<file path="src/rtl/iob_iob2axi_wr_stream.sv">
// iob_iob2axi_wr_stream: buffers an IOb word stream (iob_*) in a FIFO and writes it as AXI4 INCR bursts (m_axi_*), split at MAX_BURST and 4 KB, controlled by start_i/addr_i/len_i with busy_o/done_o/error_o status
module iob_iob2axi_wr_stream #(
  parameter int ADDR_W = 32,
  parameter int DATA_W = 32,
  parameter int AXI_LEN_W = 8,
  parameter int MAX_BURST = 16,
  parameter int FIFO_ADDR_W = 5,
  parameter int LEN_W = 16
) (
  input  logic                 clk_i,
  input  logic                 rst_i,
  input  logic                 start_i,
  input  logic [ADDR_W-1:0]    addr_i,
  input  logic [LEN_W-1:0]     len_i,
  output logic                 busy_o,
  output logic                 done_o,
  output logic                 error_o,
  input  logic                 iob_valid_i,
  input  logic [DATA_W-1:0]    iob_wdata_i,
  input  logic [DATA_W/8-1:0]  iob_wstrb_i,
  output logic                 iob_ready_o,
  output logic [ADDR_W-1:0]    m_axi_awaddr_o,
  output logic [AXI_LEN_W-1:0] m_axi_awlen_o,
  output logic [2:0]           m_axi_awsize_o,
  output logic [1:0]           m_axi_awburst_o,
  output logic                 m_axi_awvalid_o,
  input  logic                 m_axi_awready_i,
  output logic [DATA_W-1:0]    m_axi_wdata_o,
  output logic [DATA_W/8-1:0]  m_axi_wstrb_o,
  output logic                 m_axi_wlast_o,
  output logic                 m_axi_wvalid_o,
  input  logic                 m_axi_wready_i,
  input  logic [1:0]           m_axi_bresp_i,
  input  logic                 m_axi_bvalid_i,
  output logic                 m_axi_bready_o
);
  localparam int STRB_W = DATA_W / 8;
  localparam int OFF = $clog2(STRB_W);
  localparam int BL_W = AXI_LEN_W + 1;
  localparam int PW = FIFO_ADDR_W + 1;
  typedef enum logic [2:0] {IDLE, FILL, AW, W, B, DONE} state_t;
  state_t state, state_n;
  logic [ADDR_W-1:0] addr;
  logic [LEN_W-1:0] rem, acc, len;
  logic [BL_W-1:0] blen, beat;
  logic error;
  logic [STRB_W+DATA_W-1:0] mem [2**FIFO_ADDR_W];
  logic [PW-1:0] wptr, rptr, level;
  logic push, pop, full, empty;
  logic [31:0] to_bound, blen_m, blen_c;
  assign to_bound = (32'd4096 - 32'(addr[11:0])) >> OFF;
  assign blen_m = 32'(rem) < 32'(MAX_BURST) ? 32'(rem) : 32'(MAX_BURST);
  assign blen_c = to_bound < blen_m ? to_bound : blen_m;
  assign level = wptr - rptr;
  assign full = level[FIFO_ADDR_W];
  assign empty = wptr == rptr;
  assign busy_o = state inside {FILL, AW, W, B};
  assign done_o = state == DONE;
  assign error_o = error;
  assign iob_ready_o = busy_o & ~full & (acc != len);
  assign push = iob_valid_i & iob_ready_o;
  assign m_axi_awvalid_o = state == AW;
  assign m_axi_awaddr_o = m_axi_awvalid_o ? addr : '0;
  assign m_axi_awlen_o = m_axi_awvalid_o ? AXI_LEN_W'(blen - BL_W'(1)) : '0;
  assign m_axi_awsize_o = 3'(OFF);
  assign m_axi_awburst_o = 2'b01;
  assign m_axi_wvalid_o = (state == W) & ~empty;
  assign {m_axi_wstrb_o, m_axi_wdata_o} = m_axi_wvalid_o ? mem[rptr[FIFO_ADDR_W-1:0]] : '0;
  assign m_axi_wlast_o = m_axi_wvalid_o & (beat == blen);
  assign pop = m_axi_wvalid_o & m_axi_wready_i;
  assign m_axi_bready_o = state == B;
  always_comb begin
    state_n = state;
    case (state)
      IDLE: state_n = start_i ? (len_i != '0 ? FILL : DONE) : IDLE;
      FILL: state_n = 32'(level) >= blen_c ? AW : FILL;
      AW: state_n = m_axi_awready_i ? W : AW;
      W: state_n = pop & m_axi_wlast_o ? B : W;
      B: state_n = m_axi_bvalid_i ? (rem == LEN_W'(blen) ? DONE : FILL) : B;
      default: state_n = IDLE;
    endcase
  end
  always_ff @(posedge clk_i) state <= rst_i ? IDLE : state_n;
  always_ff @(posedge clk_i) if (push) mem[wptr[FIFO_ADDR_W-1:0]] <= {iob_wstrb_i, iob_wdata_i};
  always_ff @(posedge clk_i) begin
    if (rst_i) begin
      addr <= '0;
      rem <= '0;
      acc <= '0;
      len <= '0;
      blen <= '0;
      beat <= '0;
      error <= 1'b0;
      wptr <= '0;
      rptr <= '0;
    end else begin
      wptr <= wptr + PW'(push);
      rptr <= rptr + PW'(pop);
      acc <= acc + LEN_W'(push);
      beat <= state == AW ? BL_W'(1) : beat + BL_W'(pop);
      if (state == IDLE && start_i) begin
        addr <= addr_i & ~ADDR_W'(STRB_W - 1);
        rem <= len_i;
        len <= len_i;
        acc <= '0;
        error <= 1'b0;
      end
      if (state == FILL) blen <= BL_W'(blen_c);
      if (state == B && m_axi_bvalid_i) begin
        error <= error | (m_axi_bresp_i != 2'b00);
        addr <= addr + (ADDR_W'(blen) << OFF);
        rem <= rem - LEN_W'(blen);
      end
    end
  end
endmodule

</file>
<file path="config.mk">
export PLATFORM = sky130hd
export DESIGN_NAME = iob_iob2axi_wr_stream
export DESIGN_NICKNAME = d
export VERILOG_FILES = /design/src/rtl/iob_iob2axi_wr_stream.sv
export SDC_FILE = /design/constraint.sdc
export NUM_CORES = 1
export LEC_CHECK = 0
export CAP_MARGIN = 20
export CORE_UTILIZATION = 40
export DETAILED_ROUTE_END_ITERATION = 10
export SYNTH_ARGS = -nofsm -noshare
export SYNTH_HDL_FRONTEND = slang
export SYNTH_SLANG_ARGS = --single-unit
</file>
<file path="constraint.sdc">
create_clock -name clk_i -period 8.05 [get_ports clk_i]
set_input_delay 0.805 -clock clk_i [delete_from_list [all_inputs] [get_ports clk_i]]
set_output_delay 0.805 -clock clk_i [all_outputs]
set_load 0.05 [all_outputs]
</file>
==> results of run 1 <==
==> path summary, 6_finish.rpt <==
kind,cells past startpoint,slack [ns],start,to
max,7,2.42,rptr[1],m_axi_wdata_o[13]
min,2,0.46,error_o,error_o
max reg2reg,18,2.97,addr[3],state[1]
min reg2reg,2,0.46,error_o,error_o
==> Yosys cell counts, types with 11 or more instances <==
library cell,number
dfxtp_1,112
nand4_1,18
or3_1,15
xor2_1,48
nor3_1,24
mux4_2,360
mux2i_1,14
buf_2,39
a2111oi_0,23
o21ai_0,39
nand2_1,201
and2_1,33
a211oi_1,26
inv_1,39
nand3_1,29
nor2b_1,12
xnor2_1,38
clkbuf_1,87
a311oi_1,11
buf_1,18
nor4_1,12
nand2b_1,11
a21oi_1,95
ha_1,49
edfxtp_1,1152
nor2_1,87
a31oi_1,15
and3_1,14
==> metrics by stage <==
| step | util, % | TNS [ns] |
|---|---|---|
| 2_1_floorplan | - | -561.94 |
| 3_3_place_gp | 43.57 | 0 |
| 3_5_place_dp | 43.60 | 0 |
| 4_1_cts | 47.03 | 0 |
| 5_1_grt | 47.08 | 0 |
| 6_report | 47.08 | 0 |
==> final cells by class <==
| type | instances | area (um2) | area share (%) |
|---|---|---|---|
| Antenna cell | 4 | 10.01 | 0.01665 |
| Sequential cell | 1264 | 36850 | 61.30 |
| Timing Repair Buffer | 250 | 2400 | 3.992 |
| Clock buffer | 167 | 3592 | 5.976 |
| Tap cell | 1662 | 2079 | 3.459 |
| Multi-Input combinational cell | 1297 | 14250 | 23.71 |
| Clock inverter | 71 | 779.5 | 1.297 |
| Inverter | 39 | 151.4 | 0.2519 |
==> layer usage <==
layer / vias to the layer above / part of all wire (%)
li1: 11678 / -
met4: 0 / 2.4
met1: 14661 / 42
met2: 1079 / 48
met3: 206 / 6.9
met5: - / 0
==> power by group through the flow <==
stage / clock (mW) / sequential (mW) / combinational [mW]
3_3_place_gp: 0 / 7.44 / 0.890
6_report: 6.09 / 7.30 / 0.925
2_1_floorplan: 0 / 7.41 / 0.592
3_5_place_dp: 0 / 7.44 / 0.910
5_1_grt: 6.47 / 7.31 / 1.01
4_1_cts: 6.21 / 7.30 / 0.917
==> logic make-up after synthesis <==
logic type | share of synthesized area (%)
adders and majority gates | 1.305
muxes | 16.06
buffers and inverters | 1.560
and+or+nand+nor | 4.627
xor gates and xnor gates | 1.460
other | 0.01456
DFF | 71.42
AOI/OAI and AO/OA | 3.552
==> tightest hold or removal path: cells and delay by family (launching register included) <==
family | cells | cell delay (ns)
AO/OA/AOI/OAI | 1 | 0.05
flip-flops | 1 | 0.31
AND/OR/NAND/NOR | 1 | 0.05
==> sequential cells by signal, indices dropped and copies added, names as in the netlist, 6 cells and up <==
name and count:
wptr 6, addr 30, rptr 6, beat 9
rem 16, len 16, blen 9, mem 1152
acc 16
==> impl_metrics.yaml, run 1 <==
yosys:
  synthFlopType: "edfxtp_1"
  netlist_top_cells_area: "edfxtp_1 67%, mux4_2 16%, dfxtp_1 4.3%, nand2_1 1.5%, ha_1 1.2%"
  synthDistinctLibCells: 79
  yosysTopAreaCell: "edfxtp_1"
  synth_edf_count: 1152
  ys_seq_area_share_pct: 71.42
  synth_top_area_share_pct: 67.08
  synth.cell_area_mm2: 0.05157
  ys_warn_count: 0
  synth_cells: 2742
  async_reset_ff_share_pct: 0
  syn-mean-instance-area_um2: 18.81
  ys_seq_elements: 1264
final_layout:
  syn2layout_area_growth_pct: 16.56
  design_area_mm2: 0.06011
  final_common_cell: "edfxtp_1"
  fillers: 10512
  final_cell_mix: "1152 x edfxtp_1, 360 x mux4_2, 200 x nand2_1"
  finalNonFillerCells: 4754
  nNetsFinal: 3133
  drive_gt1_share_pct: 22.31
global_routing:
  met3_usage_pct: 3.655
  antenna_found_initial: 6
  grt_pass1_vias: 28299
  grt.busiest_layer: "met2"
  grt_max_degree: 102
  grtUsageMet1_pct: 28.66
  grt_use_met2_pct: 33.53
  grt_usage_pct: 20.73
  grt_pass1_wl_um: 195100
  overflow: 0
floorplanning:
  initial_core_util_pct: 40.39
  die_w_um: 361.1
  coreArea_mm2: 0.1277
  rows: 131
  dieArea_mm2: 0.1304
  die_y_um: 361.1
  io-pin-count: 182
pwr:
  power_frac_clock_pct: 42.5
  finalPower_mw: 14.32
  ir_drop_v: 0.0002223
  p_per_area_mw_per_mm2: 238.2
  leakagePower_nw: 18.79
  combPwrFrac_pct: 6.5
  pwr-share-seq_pct: 51.0
  power_switching_share_pct: 22.66
  internal_power_mw: 11.07
  power.switching_mw: 3.244
critical_path:
  cp_data_required_time_ns: 7.24
  arrival_ns: 4.82
  crit_family: "buffers and inverters"
  endpoint_kind: "output pin"
  crit_chain: "buf_4, buf_4, mux4_2, mux4_2, nand2_1, a21oi_1, clkdlybuf4s50_1"
  path_buf_inv: 3
  critPathMaxFanout: 64
  critPathLaunchType: "flip-flop"
  crit_path_max_incr_delay_ns: 0.90
  path_class: "reg2out"
  crit_slowest_cell: "clkdlybuf4s50_1"
clock_network:
  cts.path.max_buffers: 3
  insertion_delay_ns: 0.78
  cts_max_level: 4
  path_clk_slew_ns: 0.06
  cts.sinks: 1264
  cts_tree: "done"
  clockRootBuffer: "clkbuf_16"
  numCtsBuffers: 136
  post-cts-setup-buffers: 0
  cts_resized: 0
  postCtsHoldBufs: 0
placement:
  dp_hpwl_um: 71590
  pre_cts_slack_ns: 3.014
  io_buffers: 172
  placed_cells: 4509
  dpl_cell_area_mm2: 0.05568
  gp_congestion: 0.8610
sta:
  fin_crit_sh_pct: 69.88
  min_period_ns: 5.625
  fmax_mhz: 177.8
  setup_viol: 0
  hold_viol: 0
  maxSlewHeadroom_pct: 28.13
  hold_ws_ns: 0.4646
  fin_ws_ns: 2.425
  drv_slew: 0
  skew_ns: 0.04103
  grt_setup_unrepaired: "no"
  worstMarginPinSlew_ns: 1.075
min_path:
  min-delay-path-class: "reg2reg"
status:
  status: "finished, final reports clean"
routing:
  wl_per_cell_um: 28.14
  via_count: 27624
  routed_wl_um: 133800
  firstDrtPassIters: 8
  via_per_inst: 5.811
  route.detailed.drc: 0
  drtAntennaViolNets: 0
  drtIter0Drc: 2851
job:
  cap_violations: 0
Power figures use the tool's default switching activity.
==> inputs of run 2 (changes only) <==
clock period = 4.55 ns   (was 8.05 ns; I/O delays follow)
==> impl_metrics.yaml, run 2 (same netlist as run 1, synthesis figures left out) <==
floorplanning:
  die_w_um: 361.1
  coreArea_mm2: 0.1277
  die_y_um: 361.1
  initial_core_util_pct: 40.39
  rows: 131
  dieArea_mm2: 0.1304
  io-pin-count: 182
critical_path:
  crit_family: "simple AND/OR/NAND/NOR gates"
  cp_common_cell: "ha_4"
  arrival_ns: 5.13
  crit_path_max_incr_delay_ns: 0.57
  path_class: "reg2reg"
  crit_chain: "or4_4, nor4_4, and3_4, inv_1, ha_4, and4_4, nand2_1, a41o_1, a21boi_2, nor2_4, mux2_4, ha_4, nand2b_4, a2111o_1, a31o_2, a21o_1, a31o_1"
  crit_slowest_cell: "or4_4"
  path_buf_inv: 1
  endpoint_kind: "flip-flop"
  worst-r2r-cell-count: 17
  critPathMaxFanout: 3
  cp.depth: 17
  cp_data_required_time_ns: 5.20
  critPathLaunchType: "flip-flop"
placement:
  gp_congestion: 0.8448
  io_buffers: 172
  dp_hpwl_um: 72480
status:
  status: "finished, final reports clean"
clock_network:
  path_clk_slew_ns: 0.06
  insertion_delay_ns: 0.77
  cts_max_level: 4
  cts_tree: "done"
  clockRootBuffer: "clkbuf_16"
  cts.sinks: 1264
  numCtsBuffers: 132
  postCtsHoldBufs: 0
  cts.path.max_buffers: 3
routing:
  wl_per_cell_um: 27.31
  route.detailed.drc: 0
  routed_wl_um: 130900
  drtIter0Drc: 2758
  drtAntennaViolNets: 0
  via_per_inst: 5.702
  via_count: 27325
  firstDrtPassIters: 5
sta:
  fin_crit_sh_pct: 98.45
  drv_slew: 0
  hold_ws_ns: 0.2780
  finalSetupTns_ns: 0
  setup_viol: 0
  skew_ns: 0.02893
  fmax_mhz: 223.3
  hold_viol: 0
  maxSlewHeadroom_pct: 27.53
  min_period_ns: 4.479
  worstMarginPinSlew_ns: 1.083
global_routing:
  grt_max_degree: 137
  grt_pass1_vias: 28388
  overflow: 0
  grt_pass1_wl_um: 191800
  antenna_found_initial: 6
  grt_usage_pct: 20.26
final_layout:
  fillers: 10388
  regArea_mm2: 0.03685
  nNetsFinal: 3170
  drive_gt1_share_pct: 24.49
  final_common_cell: "edfxtp_1"
  finalCoreUtilization_pct: 47.59
  final_cell_mix: "1152 x edfxtp_1, 360 x mux4_2, 199 x nand2_1"
  multiInputGateArea_mm2: 0.01461
  syn2layout_area_growth_pct: 17.81
  largest_reg_flops: 1152
min_path:
  hold_depth: 3
  min-delay-path-class: "in2reg"
pwr:
  leakagePower_nw: 19.04
  ir_drop_v: 0.0003542
  p_per_area_mw_per_mm2: 412.4
job:
  cap_violations: 0
[run 2: worst paths after layout]
path | start | endpoint | slack, ns
max | rem[12] | state[1] | 0.07
min | addr_i[23] | addr[23] | 0.28
max reg2reg | rem[12] | state[1] | 0.07
min reg2reg | error_o | error_o | 0.46
[run 2: final cells by class]
cell class                      instances  area share (%)
Antenna cell                            2        0.008237
Clock buffer                          168           5.708
Clock inverter                         69           1.071
Inverter                               39          0.2492
Multi-Input combinational cell       1297           24.04
Sequential cell                      1264           60.64
Tap cell                             1662           3.422
Timing Repair Buffer                  291           4.854
[run 2: worst reg2reg max path: stages, from the launching register on]
cell      delay [ns]
dfxtp_1         0.31
or4_4           0.57
nor4_4          0.46
and3_4          0.28
inv_1           0.06
ha_4            0.26
and4_4          0.23
nand2_1         0.06
a41o_1          0.22
a21boi_2        0.21
nor2_4          0.07
mux2_4          0.31
ha_4            0.21
nand2b_4        0.13
a2111o_1        0.38
a31o_2          0.23
a21o_1          0.18
a31o_1          0.21
[run 2: metal layers]
layer	vias to the layer above	wire (um)	GRT usage, %
met5	-	8	0
met4	2	3075	6.124
met3	183	8106	3.408
met2	934	65800	34.03
met1	14462	53870	27.05
li1	11744	-	-
[run 2: repair_timing]
action	4_1_cts	5_1_grt
resized for setup	1	16
endpoints found under the setup margin	1	3
setup buffers	0	4
pin swaps	0	13
[run 2: per-stage QoR]
stage / setup WS [ns] / std cells / total power [mW] / instance area [um2]
final: 0.07075 / 4792 / 25.06 / 60760
after global routing: -0.01829 / 4792 / 25.86 / 60760
after CTS: 0.003382 / 4780 / 25.20 / 60510
after detailed placement: 0.03092 / 4543 / 14.89 / 56400
after global placement: 0.1423 / 4543 / 14.84 / 56400
after floorplan: -0.6285 / 2753 / 14.22 / 52100
[run 2: where the power goes]
part	switching, mW	internal [mW]
combinational	1.11	0.709
sequential	0.117	12.8
clock	4.53	5.80
total	5.76	19.3
